$ cat src/rtl/keypad_scanner.sv
// 4x4 matrix keypad scanner: column sweep, debounced press/release FSM,
// and a four-digit history of accepted keys for a seven-segment driver.
module keypad_scanner #(
  parameter int SCAN_DIV     = 1000,
  parameter int DEBOUNCE_CNT = 100000
) (
  input  logic       Clk,
  input  logic       Reset,
  input  logic       Clear,
  input  logic [3:0] ROW,
  output logic [3:0] COL,
  output logic [3:0] key_code,
  output logic       key_valid,
  output logic       key_held,
  output logic [3:0] SSD3,
  output logic [3:0] SSD2,
  output logic [3:0] SSD1,
  output logic [3:0] SSD0
);

  localparam int MAXC = (SCAN_DIV > DEBOUNCE_CNT) ? SCAN_DIV : DEBOUNCE_CNT;
  localparam int CW   = $clog2(MAXC + 1);

  localparam logic [CW-1:0] SCAN_LAST = CW'(SCAN_DIV - 1);
  localparam logic [CW-1:0] DEB_LAST  = CW'(DEBOUNCE_CNT);
  localparam logic [CW-1:0] REL_LAST  = CW'(DEBOUNCE_CNT - 1);
  localparam logic [CW-1:0] CNT_ONE   = CW'(1);

  typedef enum logic [1:0] {
    SCAN     = 2'd0,
    DEBOUNCE = 2'd1,
    HELD     = 2'd2,
    RELEASE  = 2'd3
  } state_t;

  logic [3:0]    sync1_r;
  logic [3:0]    rs_r;
  state_t        state_r;
  logic [CW-1:0] cnt_r;
  logic [1:0]    col_idx_r;
  logic [1:0]    row_idx_r;
  logic [3:0]    col_r;
  logic [3:0]    code_r;
  logic          valid_r;
  logic          held_r;
  logic [3:0]    ssd3_r;
  logic [3:0]    ssd2_r;
  logic [3:0]    ssd1_r;
  logic [3:0]    ssd0_r;

  function automatic logic [3:0] col_drive(input logic [1:0] idx);
    case (idx)
      2'd0:    col_drive = 4'b1110;
      2'd1:    col_drive = 4'b1101;
      2'd2:    col_drive = 4'b1011;
      2'd3:    col_drive = 4'b0111;
      default: col_drive = 4'b1110;
    endcase
  endfunction

  function automatic logic [1:0] lowest_low(input logic [3:0] rows);
    if (!rows[0]) begin
      lowest_low = 2'd0;
    end else if (!rows[1]) begin
      lowest_low = 2'd1;
    end else if (!rows[2]) begin
      lowest_low = 2'd2;
    end else begin
      lowest_low = 2'd3;
    end
  endfunction

  function automatic logic [3:0] key_map(input logic [1:0] row, input logic [1:0] col);
    case ({row, col})
      4'b00_00: key_map = 4'h1;
      4'b00_01: key_map = 4'h2;
      4'b00_10: key_map = 4'h3;
      4'b00_11: key_map = 4'hA;
      4'b01_00: key_map = 4'h4;
      4'b01_01: key_map = 4'h5;
      4'b01_10: key_map = 4'h6;
      4'b01_11: key_map = 4'hB;
      4'b10_00: key_map = 4'h7;
      4'b10_01: key_map = 4'h8;
      4'b10_10: key_map = 4'h9;
      4'b10_11: key_map = 4'hC;
      4'b11_00: key_map = 4'h0;
      4'b11_01: key_map = 4'hF;
      4'b11_10: key_map = 4'hE;
      4'b11_11: key_map = 4'hD;
      default:  key_map = 4'h0;
    endcase
  endfunction

  // Two-flop synchronizer for the asynchronous row lines (idle = released).
  always_ff @(posedge Clk) begin
    if (Reset) begin
      sync1_r <= 4'b1111;
      rs_r    <= 4'b1111;
    end else begin
      sync1_r <= ROW;
      rs_r    <= sync1_r;
    end
  end

  // Scan / debounce FSM with all outputs and the digit history registered.
  always_ff @(posedge Clk) begin
    if (Reset) begin
      state_r   <= SCAN;
      cnt_r     <= '0;
      col_idx_r <= 2'd0;
      row_idx_r <= 2'd0;
      col_r     <= 4'b1110;
      code_r    <= 4'h0;
      valid_r   <= 1'b0;
      held_r    <= 1'b0;
      ssd3_r    <= 4'h0;
      ssd2_r    <= 4'h0;
      ssd1_r    <= 4'h0;
      ssd0_r    <= 4'h0;
    end else begin
      valid_r <= 1'b0;
      if (Clear) begin
        ssd3_r <= 4'h0;
        ssd2_r <= 4'h0;
        ssd1_r <= 4'h0;
        ssd0_r <= 4'h0;
      end else begin
        ssd0_r <= ssd0_r;
      end

      case (state_r)
        SCAN: begin
          if (cnt_r == SCAN_LAST) begin
            cnt_r <= '0;
            if (rs_r == 4'b1111) begin
              col_idx_r <= col_idx_r + 2'd1;
              col_r     <= col_drive(col_idx_r + 2'd1);
            end else begin
              row_idx_r <= lowest_low(rs_r);
              state_r   <= DEBOUNCE;
            end
          end else begin
            cnt_r <= cnt_r + CNT_ONE;
          end
        end

        DEBOUNCE: begin
          if (cnt_r == DEB_LAST) begin
            valid_r <= 1'b1;
            held_r  <= 1'b1;
            code_r  <= key_map(row_idx_r, col_idx_r);
            state_r <= HELD;
            cnt_r   <= '0;
            // A coincident Clear wipes the older digits but keeps the new one.
            if (Clear) begin
              ssd3_r <= 4'h0;
              ssd2_r <= 4'h0;
              ssd1_r <= 4'h0;
            end else begin
              ssd3_r <= ssd2_r;
              ssd2_r <= ssd1_r;
              ssd1_r <= ssd0_r;
            end
            ssd0_r <= key_map(row_idx_r, col_idx_r);
          end else if (rs_r[row_idx_r]) begin
            state_r   <= SCAN;
            cnt_r     <= '0;
            col_idx_r <= col_idx_r + 2'd1;
            col_r     <= col_drive(col_idx_r + 2'd1);
          end else begin
            cnt_r <= cnt_r + CNT_ONE;
          end
        end

        HELD: begin
          if (rs_r[row_idx_r]) begin
            state_r <= RELEASE;
            cnt_r   <= '0;
          end else begin
            cnt_r <= '0;
          end
        end

        RELEASE: begin
          if (!rs_r[row_idx_r]) begin
            state_r <= HELD;
            cnt_r   <= '0;
          end else if (cnt_r == REL_LAST) begin
            held_r    <= 1'b0;
            state_r   <= SCAN;
            cnt_r     <= '0;
            col_idx_r <= col_idx_r + 2'd1;
            col_r     <= col_drive(col_idx_r + 2'd1);
          end else begin
            cnt_r <= cnt_r + CNT_ONE;
          end
        end

        default: begin
          state_r <= SCAN;
          cnt_r   <= '0;
        end
      endcase
    end
  end

  assign COL       = col_r;
  assign key_code  = code_r;
  assign key_valid = valid_r;
  assign key_held  = held_r;
  assign SSD3      = ssd3_r;
  assign SSD2      = ssd2_r;
  assign SSD1      = ssd1_r;
  assign SSD0      = ssd0_r;

endmodule

$ cat config.mk
export PLATFORM = sky130hd
export DESIGN_NAME = keypad_scanner
export DESIGN_NICKNAME = d
export VERILOG_FILES = /design/src/rtl/keypad_scanner.sv
export SDC_FILE = /design/constraint.sdc
export NUM_CORES = 1
export LEC_CHECK = 0
export BUFFER_PORTS_ARGS = -buffer_cell sky130_fd_sc_hd__clkbuf_2
export CELL_PAD_IN_SITES_DETAIL_PLACEMENT = 2
export CELL_PAD_IN_SITES_GLOBAL_PLACEMENT = 2
export CORE_MARGIN = 2
export CORE_UTILIZATION = 31
export DETAILED_ROUTE_END_ITERATION = 12
export GPL_TIMING_DRIVEN = 0
export PLACE_DENSITY = 0.72
export SYNTH_ARGS = -nofsm -noshare
export SYNTH_HDL_FRONTEND = slang
export SYNTH_SLANG_ARGS = --single-unit
$ cat constraint.sdc
create_clock -name Clk -period 2.05 [get_ports Clk]
set_clock_uncertainty 0.05 [all_clocks]
set_input_delay 0 -clock Clk [delete_from_list [all_inputs] [get_ports Clk]]
set_output_delay 0 -clock Clk [all_outputs]
set_load 0.01 [all_outputs]
Yosys cells after proc, flatten, opt, wreduce, memory -nomap -nowiden
Memory sizes are Yosys's and may differ from the RTL's. A register that Yosys moved wholly into a read port is not among the register bits.
Cells that the tools add are included.
{"block": "word_totals", "reg_bits": 53, "wordCells": 102, "mem_bits_ro": 128, "output_inout_bits": 26, "in_bits": 7, "memories": 2}
{"block": "op_classes", "reduce_logical": 10, "magnitude_cmp": 1, "add_sub_neg": 2, "mux": 51, "bitwise_logic": 2, "eq_ne": 21}
{"memory": "(no name shown)", "words": 16, "width": 4, "rd": 1, "rd_clocked_by_memory_dff": 1, "wr": 0, "line": "74", "source": "case ({row, col})"}
{"memory": "(no name shown)", "words": 16, "width": 4, "rd": 1, "rd_clocked_by_memory_dff": 0, "wr": 0, "line": "74"}
{"op": "17-bit two-way mux", "n": 5}
{"op": "4-bit two-way mux", "n": 18}
{"op": "17-bit case mux with 4 select lines", "n": 1}
{"op": "17-bit == test (second input constant)", "n": 2}
{"op": "2-bit two-way mux", "n": 15}
{"op": "2-bit inequality test (second input constant)", "n": 9}
{"op": "17-bit by 1-bit adder with 17-bit output (second input constant)", "n": 1}
{"op": "17-bit by 10-bit == test with 1-bit output (second input constant)", "n": 1}
{"op": "4-bit case mux with 4 select lines", "n": 1}
{"op": "4-bit case mux with 3 select lines", "n": 1}
{"op": "2-bit == test (second input constant)", "n": 4}
{"op": "2-bit case mux with 4 select lines", "n": 1}
{"op": "7-bit AND reduction", "n": 1}
{"op": "1-bit two-way mux", "n": 6}
{"op": "3-bit inequality test (second input constant)", "n": 2}
{"op": "2-bit case mux with 3 select lines", "n": 1}
{"op": "5-bit AND reduction", "n": 1}
{"op": "2-bit by 1-bit == test with 1-bit output (second input constant)", "n": 2}
{"op": "4-bit == test (second input constant)", "n": 1}
{"op": "2-bit logical NOT", "n": 2}
{"op": "4-bit AND reduction", "n": 1}
{"op": "2-bit by 3-bit less-than comparator with 1-bit output (second input constant)", "n": 1}
{"op": "3-bit AND reduction", "n": 1}
{"op": "3-bit nonzero test", "n": 1}
{"op": "7 further kinds", "n": 8}

Longest topological paths before layout
Gate-level depths: netlist of run 1.
{"block": "depth", "ltp_word": 6, "depth_mapped": 9, "ltp_nobuf": 7}

Worst setup path before layout of run 1
OpenSTA, ideal clock, no wires.
{"block": "synth_timing", "kind": "flip-flop to flip-flop", "from": "reg cnt_r[6]", "to": "reg col_r[0] (netlist: COL[0])", "path_slack_ps": -93, "n_path_buf": 3, "path_stages_with_launch": 9, "setup_ps": 121, "period_less_slack_ps": 2143, "required_ps": 1879, "arrival_ps": 1972, "cell_sequence": "dfxtp_1 > buf_6 > and4_1 > buf_6 > nand3_4 > or4_1 > a211o_1 > buf_6 > mux2_4"}
{"block": "synth_via", "elab_chain_cells": 3, "elab_cells_between_ends": 7, "classes_between": "eq/ne (6); reduce/logical (1)"}
{"item": "from (decl)", "line": "39", "source": "logic [CW-1:0] cnt_r;"}
{"item": "from (signal assigned)", "line": "144", "source": "cnt_r <= cnt_r + CNT_ONE;"}
{"item": "from (signal assigned)", "line": "172", "source": "cnt_r <= cnt_r + CNT_ONE;"}
{"item": "from (signal assigned)", "line": "196", "source": "cnt_r <= cnt_r + CNT_ONE;"}
{"item": "17-bit == test, or another cell as far along", "line": "189", "source": "end else if (cnt_r == REL_LAST) begin"}
{"item": "2-bit inequality test (no line)"}
{"item": "7-bit AND reduction (no line) *"}
{"item": "to (signal assigned)", "line": "138", "source": "col_r <= col_drive(col_idx_r + 2'd1);"}
{"item": "to (signal assigned)", "line": "170", "source": "col_r <= col_drive(col_idx_r + 2'd1);"}
{"item": "to (signal assigned)", "line": "194", "source": "col_r <= col_drive(col_idx_r + 2'd1);"}
{"item": "to (decl)", "line": "42", "source": "logic [3:0] col_r;"}
Every way passes the cells marked *; elsewhere a longest branch is shown, timed or not.
A chain may end at the register's enable or synchronous reset.

Worst setup path after layout of run 1
{"block": "layout_timing", "from": "reg cnt_r[12]", "to": "reg col_r[0] (netlist: COL[0])"}
The elaborated chain is that of the path after synthesis.

==> run summary, run 1 <==
Ports -> 33
DP Area -> 0.00290 mm²
Syn Nets -> 301
failing checks -> setup timing
pwr/cell area -> 654 mW/mm²
post-DP HPWL -> 4.91 mm
Worst Setup Start Kind -> register
Initial DRT Pass Iterations -> 4
Hold Path Origin -> ROW[0]
largest net degree at the start of global routing -> 11
Slew Viols, Final -> 0
die footprint -> 0.00906 mm²
# fillers -> 876
Residual DRC -> 0
worst setup path startpoint -> cnt_r[12]$_SDFF_PP0_
CTS tree -> built
Worst Path Max Fanout -> 5
async set-reset flop share out of synthesis -> 0%
synthesized area -> 0.00258 mm²
post-layout minimum cycle time -> 2.18 ns
Reg clk slew, reported paths -> 0.07 ns
GR Util All Layers -> 18.0%
Core Region -> 0.00813 mm²
post-synthesis sequential area ratio -> 44.3%
Post-synth EDFFs -> 0
via count -> 2278
Slew headroom -> 45.1%
share of the synthesized area in the top cell type -> 44.3%
Final Hold Fails -> 0
Remaining Overflow, GRT -> 0
CTS H-Tree Depth -> 3
WL per Instance -> 16.8 µm
max cap viols -> 0
Hold WS -> 0.329 ns
r2r setup slk -> -0.13 ns
P_leak -> 1.31 nW
crit path cell chain -> or4_4, nor4_4, and4_4, a211o_1, buf_6, mux2_4
clock root buffer -> clkbuf_8
RSZ-0062 raised after global routing -> true
diode count -> 0
Worst R2R Path Depth -> 6
total CTS buffers -> 9
final setup fails -> 23
most frequent cells in the layout -> dfxtp_1, nand2_1, clkbuf_2
#FFs+latches synth -> 57
clk sinks -> 57
Top FF cell, synth -> dfxtp_1
Final WS setup -> -0.129 ns
critical path type -> reg -> reg
VDD IR max -> 0.286 mV
Critical R2R Capture -> COL[0]$_SDFFE_PP0P_
Synth Area per Inst -> 9.01 µm²
share of cells above drive strength 1 -> 40.2%
worst slack at placement -> -0.386 ns
crit-path max cell delay -> 0.60 ns
Critical Path Slowest Stage Cell -> or4_4
die height -> 95.2 µm
mean number of vias per cell -> 4.94
Worst-Skew Late Latency -> 0.34 ns
final wirelength -> 7.75 mm
Tcrit/Tclk final -> 106%
Starting Density -> 31.7%
worst slew pin tran -> 0.824 ns
Worst setup EP type -> register
Fmax -> 0.459 GHz
worst min-delay path class -> in -> reg
ranking of synthesized cells by area -> dfxtp_1, nand2_1, a21oi_1
Layout area overhead -> 37.9%
cells after synthesis -> 286
Distinct cells, synth -> 47
Chip Width -> 95.2 µm
Critical Path RT -> 2.23 ns
first-pass GRT wire length -> 12.2 mm
FF-to-FF Start -> cnt_r[12]$_SDFF_PP0_
most common cell after layout, fill and taps aside -> dfxtp_1
1st-iter DRT viols -> 78
GP Congestion -> 0.732
leading area contributor after synthesis -> dfxtp_1
initial antenna violation count -> 0
number of global-route vias before repair -> 2346
maximum clock path buffer count -> 2
arrival time of the worst setup path -> 2.36 ns
IO buf count -> 32
outcome -> finished with violations
Hold Path End -> sync1_r[0]$_SDFF_PP1_
Ys Warns -> 0
hold path depth -> 3
final antenna-violating net count -> 0
row count -> 33
fin nets -> 366
Final Cell Area -> 0.00355 mm²
-- flip-flops by register name, indices dropped and copies added (netlist names), 4 cells and up --
name,cells
COL,4
cnt_r,17
SSD0,4
rs_r,4
SSD2,4
sync1_r,4
SSD3,4
SSD1,4
key_code,4
-- area by class of cell --
class	instances	area, µm²	share of cell area (%)
inverter	9	33.8	0.951
multi-input combinational	205	1540	43.3
timing repair buffer	56	397	11.2
clock buffer	11	141	3.98
clock inverter	5	55.1	1.55
sequential	57	1160	32.7
buffer	13	93.8	2.64
tap	105	131	3.70
-- synthesized netlist by cell type, drive strengths merged, types with 3 or more instances --
cell,count
a21oi,25
and2,3
buf,7
clkbuf,8
dfxtp,57
ha,8
inv,9
mux2,3
mux2i,5
nand2,43
nand2b,7
nand3,6
nand3b,4
nand4,8
nor2,16
nor2b,3
nor3,21
nor4,5
o21ai,4
or2,9
xnor2,9
xor2,7
-- worst max-delay path, delay by kind of cell, from the launching register on --
kind	cells	cell delay (ns)
AO/OA/AOI/OAI	1	0.12
buffers and inverters	1	0.12
flip-flops	1	0.36
AND/OR/NAND/NOR	3	1.13
multiplexers	1	0.29
-- power breakdown --
| part | leakage [nW] | internal [mW] | total, mW | switching [mW] |
|---|---|---|---|---|
| clock network | 0.0953 | 0.590 | 1.07 | 0.476 |
| logic | 0.744 | 0.0564 | 0.126 | 0.0694 |
| registers | 0.468 | 1.12 | 1.13 | 0.0134 |
-- cell families after synthesis --
group,share of synthesized area (%)
buffers and inverters,4.85
xor gates and xnor gates,5.44
adders and majority gates,3.88
DFF,44.3
muxes,5.29
AOI/OAI and AO/OA,6.70
and+or+nand+nor,29.6
-- layer usage --
layer	vias to the layer above	share of wire [%]	wire length, µm	track usage, %
met2	41	50	3890	30.6
li1	1102	-	-	-
met1	1126	45	3480	22.3
met4	0	1.6	124	6.16
met3	9	3.3	256	3.95
met5	-	0	0	0
-- worst max-delay path by stage --
stage                           end  depth (start not counted)
2_1_floorplan   COL[0]$_SDFFE_PP0P_                          8
3_3_place_gp   cnt_r[15]$_SDFF_PP0_                          6
4_1_cts         COL[0]$_SDFFE_PP0P_                          8
5_1_grt         COL[0]$_SDFFE_PP0P_                          6
6_report        COL[0]$_SDFFE_PP0P_                          6
3_5_place_dp   cnt_r[10]$_SDFF_PP0_                          6
-- per-stage QoR --
| step | power [mW] | utilization, % | TNS, ns | std cells |
|---|---|---|---|---|
| after floorplan | 1.22 | - | -0.105 | 286 |
| after global placement | 1.25 | 35.6 | -5.46 | 423 |
| after detailed placement | 1.25 | 35.6 | -7.44 | 423 |
| after CTS | 2.35 | 41.9 | -1.93 | 456 |
| after global routing | 2.44 | 43.7 | -3.89 | 461 |
| final | 2.32 | 43.7 | -2.21 | 461 |
-- timing repair --
action	4_1_cts	5_1_grt
hold buffers	6	0
gates cloned	1	1
gates resized for setup	41	33
endpoints found under the setup margin	33	46
pin swaps	21	13
hold endpoints to repair	11	0
setup buffers	10	6
(Power assumes the default switching activity.)
==> run 2, diff against run 1 <==
BUFFER_PORTS_ARGS = default   (was -buffer_cell sky130_fd_sc_hd__clkbuf_2)
CORE_UTILIZATION = 34   (was 31)
DONT_BUFFER_PORTS = 1   (was default)
RECOVER_POWER = 50   (was default)
==> run 2 against run 1 <==
The run still ends with setup timing left. Sequential cell count did not move. Register-to-register slack got worse by 0.05 ns. Design area is 4.5% lower. Worst hold slack lost 0.21 ns. Power up 3.8%. First-iteration DRC count fell by 59%. Routed wire length fell by 2.8%. Sequential power is essentially flat. Fmax down 2.1%. Setup slack got worse by 0.047 ns. Clock-buffer cell count fell by 1. Die area shrank 8.5%.
==> run summary, run 2 (synthesis gave the netlist of run 1 again) <==
diode count -> 0 (unchanged)
DP Area -> 0.00273 mm² (-5.8%)
max reg flops -> 17 (unchanged)
Starting Density -> 35.3% (+3.7 points)
number of global-route vias before repair -> 2332 (-0.60%)
Slew Viols, Final -> 0 (unchanged)
Worst R2R Path Depth -> 6 (unchanged)
Remaining Overflow, GRT -> 0 (unchanged)
hold path depth -> 3 (unchanged)
Biggest register -> cnt_r
first-pass GRT wire length -> 12.4 mm (+0.90%)
failing checks -> setup timing
Core Region -> 0.00729 mm² (-10%)
Hold WS -> 0.123 ns (-0.206 ns)
die footprint -> 0.00829 mm² (-8.5%)
clk sinks -> 57 (unchanged)
proportion of power drawn by the clock network -> 48.4% (+2.5 points)
worst min-delay path class -> in -> reg
Initial DRT Pass Iterations -> 4 (unchanged)
Fmax -> 0.449 GHz (-2.1%)
Critical R2R Capture -> col_idx_r[0]$_SDFFE_PP0P_
Final Hold Fails -> 0 (unchanged)
WL per Instance -> 17.9 µm (+6.4%)
final std cells w/o fill -> 421 (-8.7%)
initial antenna violation count -> 0 (unchanged)
final setup fails -> 37 (+61%)
CTS H-Tree Depth -> 3 (unchanged)
die height -> 91.1 µm (-4.3%)
outcome -> finished with violations
post-DP HPWL -> 4.70 mm (-4.2%)
Ports -> 33 (unchanged)
largest net degree at the start of global routing -> 11 (unchanged)
RSZ-0062 raised after global routing -> true
most common cell after layout, fill and taps aside -> dfxtp_1
most frequent cells in the layout -> dfxtp_1, nand2_1, a21oi_2, nor3_1, nor2_1
GP Congestion -> 0.760 (+3.8%)
VDD IR max -> 0.437 mV (+53%)
dpl cells -> 385 (-9.0%)
Chip Width -> 91.1 µm (-4.3%)
Hold Path Origin -> Reset
r2r setup slk -> -0.18 ns (-0.05 ns)
1st-iter DRT viols -> 32 (-59%)
Sw Pwr -> 0.566 mW (+1.3%)
clock root buffer -> clkbuf_8
share of cells above drive strength 1 -> 34.8% (-5.4 points)
maximum clock path buffer count -> 2 (unchanged)
Hold Path End -> COL[3]$_SDFFE_PP1P_
pwr/cell area -> 711 mW/mm² (+8.7%)
Worst setup EP type -> register
sequential share of power -> 47.0% (-1.7 points)
arrival time of the worst setup path -> 2.41 ns (+0.05 ns)
IO buf count -> 0 (-100%)
Slew headroom -> 52.5% (+7.4 points)
CTS tree -> built
worst slack at placement -> -0.331 ns (+0.0551 ns)
row count -> 31 (-6.1%)
via count -> 2152 (-5.5%)
crit-path max cell delay -> 0.60 ns (about the same)
Worst Path Max Fanout -> 4 (-1)
post-layout minimum cycle time -> 2.23 ns (+0.0467 ns)
Int Pwr -> 1.85 mW (+4.6%)
Final WS setup -> -0.176 ns (-0.0467 ns)
crit path cell chain -> or4_4, nor4_4, and4_4, a211o_1, buf_6, mux2_4
critical path type -> reg -> reg
GR Util All Layers -> 19.1% (+1.2 points)
final wirelength -> 7.54 mm (-2.8%)
Critical Path Slowest Stage Cell -> or4_4
P_leak -> 1.22 nW (-6.7%)
setup_tns -> -2.54 ns (-0.331 ns)
Tcrit/Tclk final -> 109% (+2.3 points)
switching power share of the total -> 23.5% (-0.59 points)
Layout area overhead -> 31.7%
Final Cell Area -> 0.00339 mm² (-4.5%)
FF-to-FF Start -> cnt_r[13]$_SDFF_PP0_
max cap viols -> 0 (unchanged)
Worst-Skew Late Latency -> 0.35 ns (about the same)
fin nets -> 332 (-9.3%)
Reg clk slew, reported paths -> 0.08 ns (about the same)
mean number of vias per cell -> 5.11 (+3.4%)
Comb pwr share -> 4.6% (-0.8 points)
Residual DRC -> 0 (unchanged)
total CTS buffers -> 9 (unchanged)
final antenna-violating net count -> 0 (unchanged)
Finished Core Util -> 46.6% (+2.9 points)
worst slew pin tran -> 0.712 ns (-0.112 ns)
Worst Setup Start Kind -> register
Critical Path RT -> 2.23 ns (about the same)
total power -> 2.41 mW (+3.8%)
worst setup path startpoint -> cnt_r[13]$_SDFF_PP0_
## run 2: cell count changes in the layout (fill, tap and decap cells not counted), sizes merged
cell and delta:
bufinv +1, clkbuf -34, clkinv +1, buf -3, dlygate4sd3 +2, clkinvlp -1
## run 2: worst max path at each step
stage | endpoint | slack (ns) | depth (start not counted)
floorplan | COL[0]$_SDFFE_PP0P_ | -0.05 | 8
global placement | cnt_r[10]$_SDFF_PP0_ | -0.30 | 6
detailed placement | cnt_r[10]$_SDFF_PP0_ | -0.33 | 6
CTS | col_idx_r[0]$_SDFFE_PP0P_ | -0.20 | 6
global route | col_idx_r[0]$_SDFFE_PP0P_ | -0.24 | 6
finish | col_idx_r[0]$_SDFFE_PP0P_ | -0.18 | 6
## run 2: timing repair
| action | CTS | global route |
|---|---|---|
| endpoints found under the setup margin | 36 | 42 |
| pin swaps | 11 | 24 |
| buffers inserted | 9 | 3 |
| endpoints found under the hold margin | 16 | 0 |
| hold buffers | 8 | 0 |
| gates resized for setup | 25 | 62 |
| gates cloned | 1 | 1 |
## run 2: metal layers
layer  track usage, %  wire length [µm]  vias to the layer above
met5                0                 0                        -
met4             4.92                99                        0
met2             32.8              3740                       38
met3             5.81               306                        9
li1                 -                 -                     1036
met1             23.4              3390                     1069
## run 2: worst max-delay path: cells and delay by family, from the launching register on
kind                   cells  cell delay, ns
AO/OA/AOI/OAI              1            0.12
flip-flops                 1            0.36
AND/OR/NAND/NOR            3            1.19
buffers and inverters      1            0.12
multiplexers               1            0.29
## run 2: layout make-up
class | count | area (µm²)
buffer | 13 | 110
clock buffer | 10 | 128
clock inverter | 6 | 82.6
fill | 766 | 3900
inverter | 9 | 33.8
multi-input combinational | 205 | 1530
sequential | 57 | 1160
tap | 99 | 124
timing repair buffer | 22 | 225
## run 2: power groups by stage
stage | logic [mW] | clock network, mW | registers (mW)
floorplan | 0.0622 | 0 | 1.16
global placement | 0.0796 | 0 | 1.16
detailed placement | 0.0828 | 0 | 1.16
CTS | 0.103 | 1.19 | 1.13
global route | 0.125 | 1.25 | 1.14
finish | 0.111 | 1.17 | 1.13
==> run 3, diff against run 2 <==
CORE_UTILIZATION = 38   (was 34)
PLACE_DENSITY = 0.76   (was 0.72)
clock period = 2.5 ns   (was 2.05 ns; I/O delays follow)
==> run 3 against run 2 <==
The run now ends clean. Sequential power down 18%. Core utilization down 1.8 points. Critical path depth unchanged. Die area down 10%. Setup slack better by 0.31 ns. Global-route usage up 0.97 points. Sequential cell count unchanged. Largest cell class unchanged. Clock-buffer cell count unchanged.
==> run summary, run 3 (synthesis gave the netlist of run 1 again) <==
crit path cell chain -> or4_4, nor4_1, and4_2, a211o_1, buf_6, mux2_4
Slew Viols, Final -> 0 (unchanged)
final std cells w/o fill -> 393 (-6.7%)
switching power share of the total -> 22.3% (-1.1 points)
Hold Path End -> COL[2]$_SDFFE_PP1P_
diode count -> 0 (unchanged)
most common cell after layout, fill and taps aside -> dfxtp_1
outcome -> finished, final reports clean
clock root buffer -> clkbuf_8
clk sinks -> 57 (unchanged)
WL met3 -> 232 µm (-24%)
Ports -> 33 (unchanged)
hold path depth -> 3 (unchanged)
IO buf count -> 0 (unchanged)
Chip Width -> 86.4 µm (-5.2%)
# fillers -> 744 (-2.9%)
final setup fails -> 0 (-100%)
WP buf/inv -> 1 (unchanged)
GR Util All Layers -> 20.1% (+0.97 points)
post-DP HPWL -> 4.59 mm (-2.3%)
Residual DRC -> 0 (unchanged)
worst min-delay path class -> in -> reg
r2r setup slk -> 0.14 ns (+0.31 ns)
Int Pwr -> 1.51 mW (-18%)
Worst R2R Path Depth -> 6 (unchanged)
share of cells above drive strength 1 -> 15.7% (-19 points)
Hold Path Origin -> Reset
final wirelength -> 6.93 mm (-8.1%)
Critical R2R Capture -> COL[0]$_SDFFE_PP0P_
metal2 WL -> 3.40 mm (-9.0%)
Critical Path RT -> 2.68 ns (+0.45 ns)
multi-input logic area -> 0.00132 mm² (-14%)
mean number of vias per cell -> 5.33 (+4.2%)
worst slew pin tran -> 0.563 ns (-0.149 ns)
sequential share of power -> 47.7% (+0.7 points)
critical path type -> reg -> reg
Core Region -> 0.00668 mm² (-8.4%)
Worst Setup Start Kind -> register
arrival time of the worst setup path -> 2.54 ns (+0.13 ns)
CTS tree -> built
1st-iter DRT viols -> 54 (+69%)
first-pass GRT wire length -> 11.5 mm (-7.1%)
row count -> 30 (-3.2%)
via count -> 2093 (-2.7%)
Remaining Overflow, GRT -> 0 (unchanged)
FF-to-FF Start -> cnt_r[11]$_SDFF_PP0_
crit-path max cell delay -> 0.59 ns (about the same)
P_leak -> 1.07 nW (-12%)
Fmax -> 0.423 GHz (-5.8%)
sequential cell area -> 0.00114 mm² (-1.4%)
Worst-Skew Late Latency -> 0.34 ns (about the same)
number of global-route vias before repair -> 2238 (-4.0%)
largest net degree at the start of global routing -> 11 (unchanged)
post-layout minimum cycle time -> 2.36 ns (+0.137 ns)
Reg clk slew, reported paths -> 0.06 ns (-0.02 ns)
Initial DRT Pass Iterations -> 6 (+2)
Slew headroom -> 62.2% (+9.6 points)
Tcrit/Tclk final -> 94.5% (-14 points)
maximum clock path buffer count -> 2 (unchanged)
total power -> 1.95 mW (-19%)
DP Area -> 0.00268 mm² (-1.9%)
Comb pwr share -> 4.2% (-0.4 points)
VDD IR max -> 0.341 mV (-22%)
total CTS buffers -> 9 (unchanged)
final antenna-violating net count -> 0 (unchanged)
cell family with most CP delay -> simple AND/OR/NAND/NOR gates
dpl cells -> 366 (-4.9%)
fin nets -> 323 (-2.7%)
max layer used -> met4
pwr/cell area -> 652 mW/mm² (-8.3%)
Critical Path Slowest Stage Cell -> or4_4
Final Hold Fails -> 0 (unchanged)
WL per Instance -> 17.6 µm (-1.6%)
GP Congestion -> 0.741 (-2.6%)
wl on met1 -> 3.18 mm (-6.4%)
proportion of power drawn by the clock network -> 48.0% (-0.4 points)
max reg flops -> 17 (unchanged)
CTS H-Tree Depth -> 3 (unchanged)
die height -> 86.4 µm (-5.2%)
Finished Core Util -> 44.7% (-1.8 points)
Worst Path Max Fanout -> 6 (+2)
Starting Density -> 38.6% (+3.2 points)
initial antenna violation count -> 0 (unchanged)
die footprint -> 0.00746 mm² (-10%)
Sw Pwr -> 0.435 mW (-23%)
Layout area overhead -> 16.0%
Final Cell Area -> 0.00299 mm² (-12%)
Biggest register -> cnt_r
Worst setup EP type -> register
max cap viols -> 0 (unchanged)
most frequent cells in the layout -> dfxtp_1, nand2_1, a21oi_1
## run 3: changes by cell type in the layout (fill, tap and decap cells not counted), sizes merged
cell | previous run | this run
buf | 21 | 9
clkbuf | 16 | 19
## run 3: timing repair
| action | 4_1_cts | 5_1_grt |
|---|---|---|
| setup buffers | 0 | 3 |
| cloned | 0 | 0 |
| resized for setup | 1 | 0 |
| hold buffers | 8 | 0 |
| hold endpoints to repair | 15 | 0 |
| pin swaps | 0 | 1 |
| setup endpoints to repair | 10 | 10 |
## run 3: final cells by class
cell class	count	share of cell area, %
multi-input cells	205	44.1
flip-flops and latches	57	38.2
clock buffers	10	4.27
repair buffers	11	3.43
well taps	80	3.35
plain buffers	15	2.80
clock inverters	6	2.76
inverters	9	1.13
## run 3: power groups by stage
stage                     Combinational [mW]  Clock (mW)  Sequential (mW)
after floorplan                       0.0507           0            0.948
after global placement                0.0645           0            0.950
after detailed placement              0.0688           0            0.951
after CTS                             0.0818       0.953            0.930
after global routing                  0.0917        1.01            0.931
final                                 0.0823       0.936            0.930
## run 3: through the flow
step           setup slack (ns)  setup TNS, ns  hold WS (ns)
2_1_floorplan             0.357              0        0.0538
3_3_place_gp             0.0908              0        0.0548
3_5_place_dp            0.00170              0        0.0563
4_1_cts                   0.111              0         0.104
5_1_grt                 -0.0122        -0.0260         0.146
6_report                  0.137              0         0.105
## run 3: tightest hold or removal path: stages
cell and delay, ns:
clkbuf_1 0.23, nor2_1 0.15, mux2i_1 0.07
## run 3: metal layers
layer / track usage (%) / vias to the layer above
met4: 7.81 / 0
met1: 25.9 / 1025
met2: 32.6 / 37
met3: 4.86 / 11
li1: - / 1020
met5: 0 / -
## run 3: worst max path at each step
stage | slack, ns | endpoint | from | cells after the start
floorplan | 0.36 | COL[0]$_SDFFE_PP0P_ | cnt_r[6]$_SDFF_PP0_ | 8
global placement | 0.09 | cnt_r[10]$_SDFF_PP0_ | cnt_r[11]$_SDFF_PP0_ | 6
detailed placement | 0.002 | cnt_r[16]$_SDFF_PP0_ | cnt_r[11]$_SDFF_PP0_ | 6
CTS | 0.11 | cnt_r[15]$_SDFF_PP0_ | cnt_r[11]$_SDFF_PP0_ | 6
global route | -0.01 | cnt_r[14]$_SDFF_PP0_ | cnt_r[11]$_SDFF_PP0_ | 6
finish | 0.14 | COL[0]$_SDFFE_PP0P_ | cnt_r[11]$_SDFF_PP0_ | 6
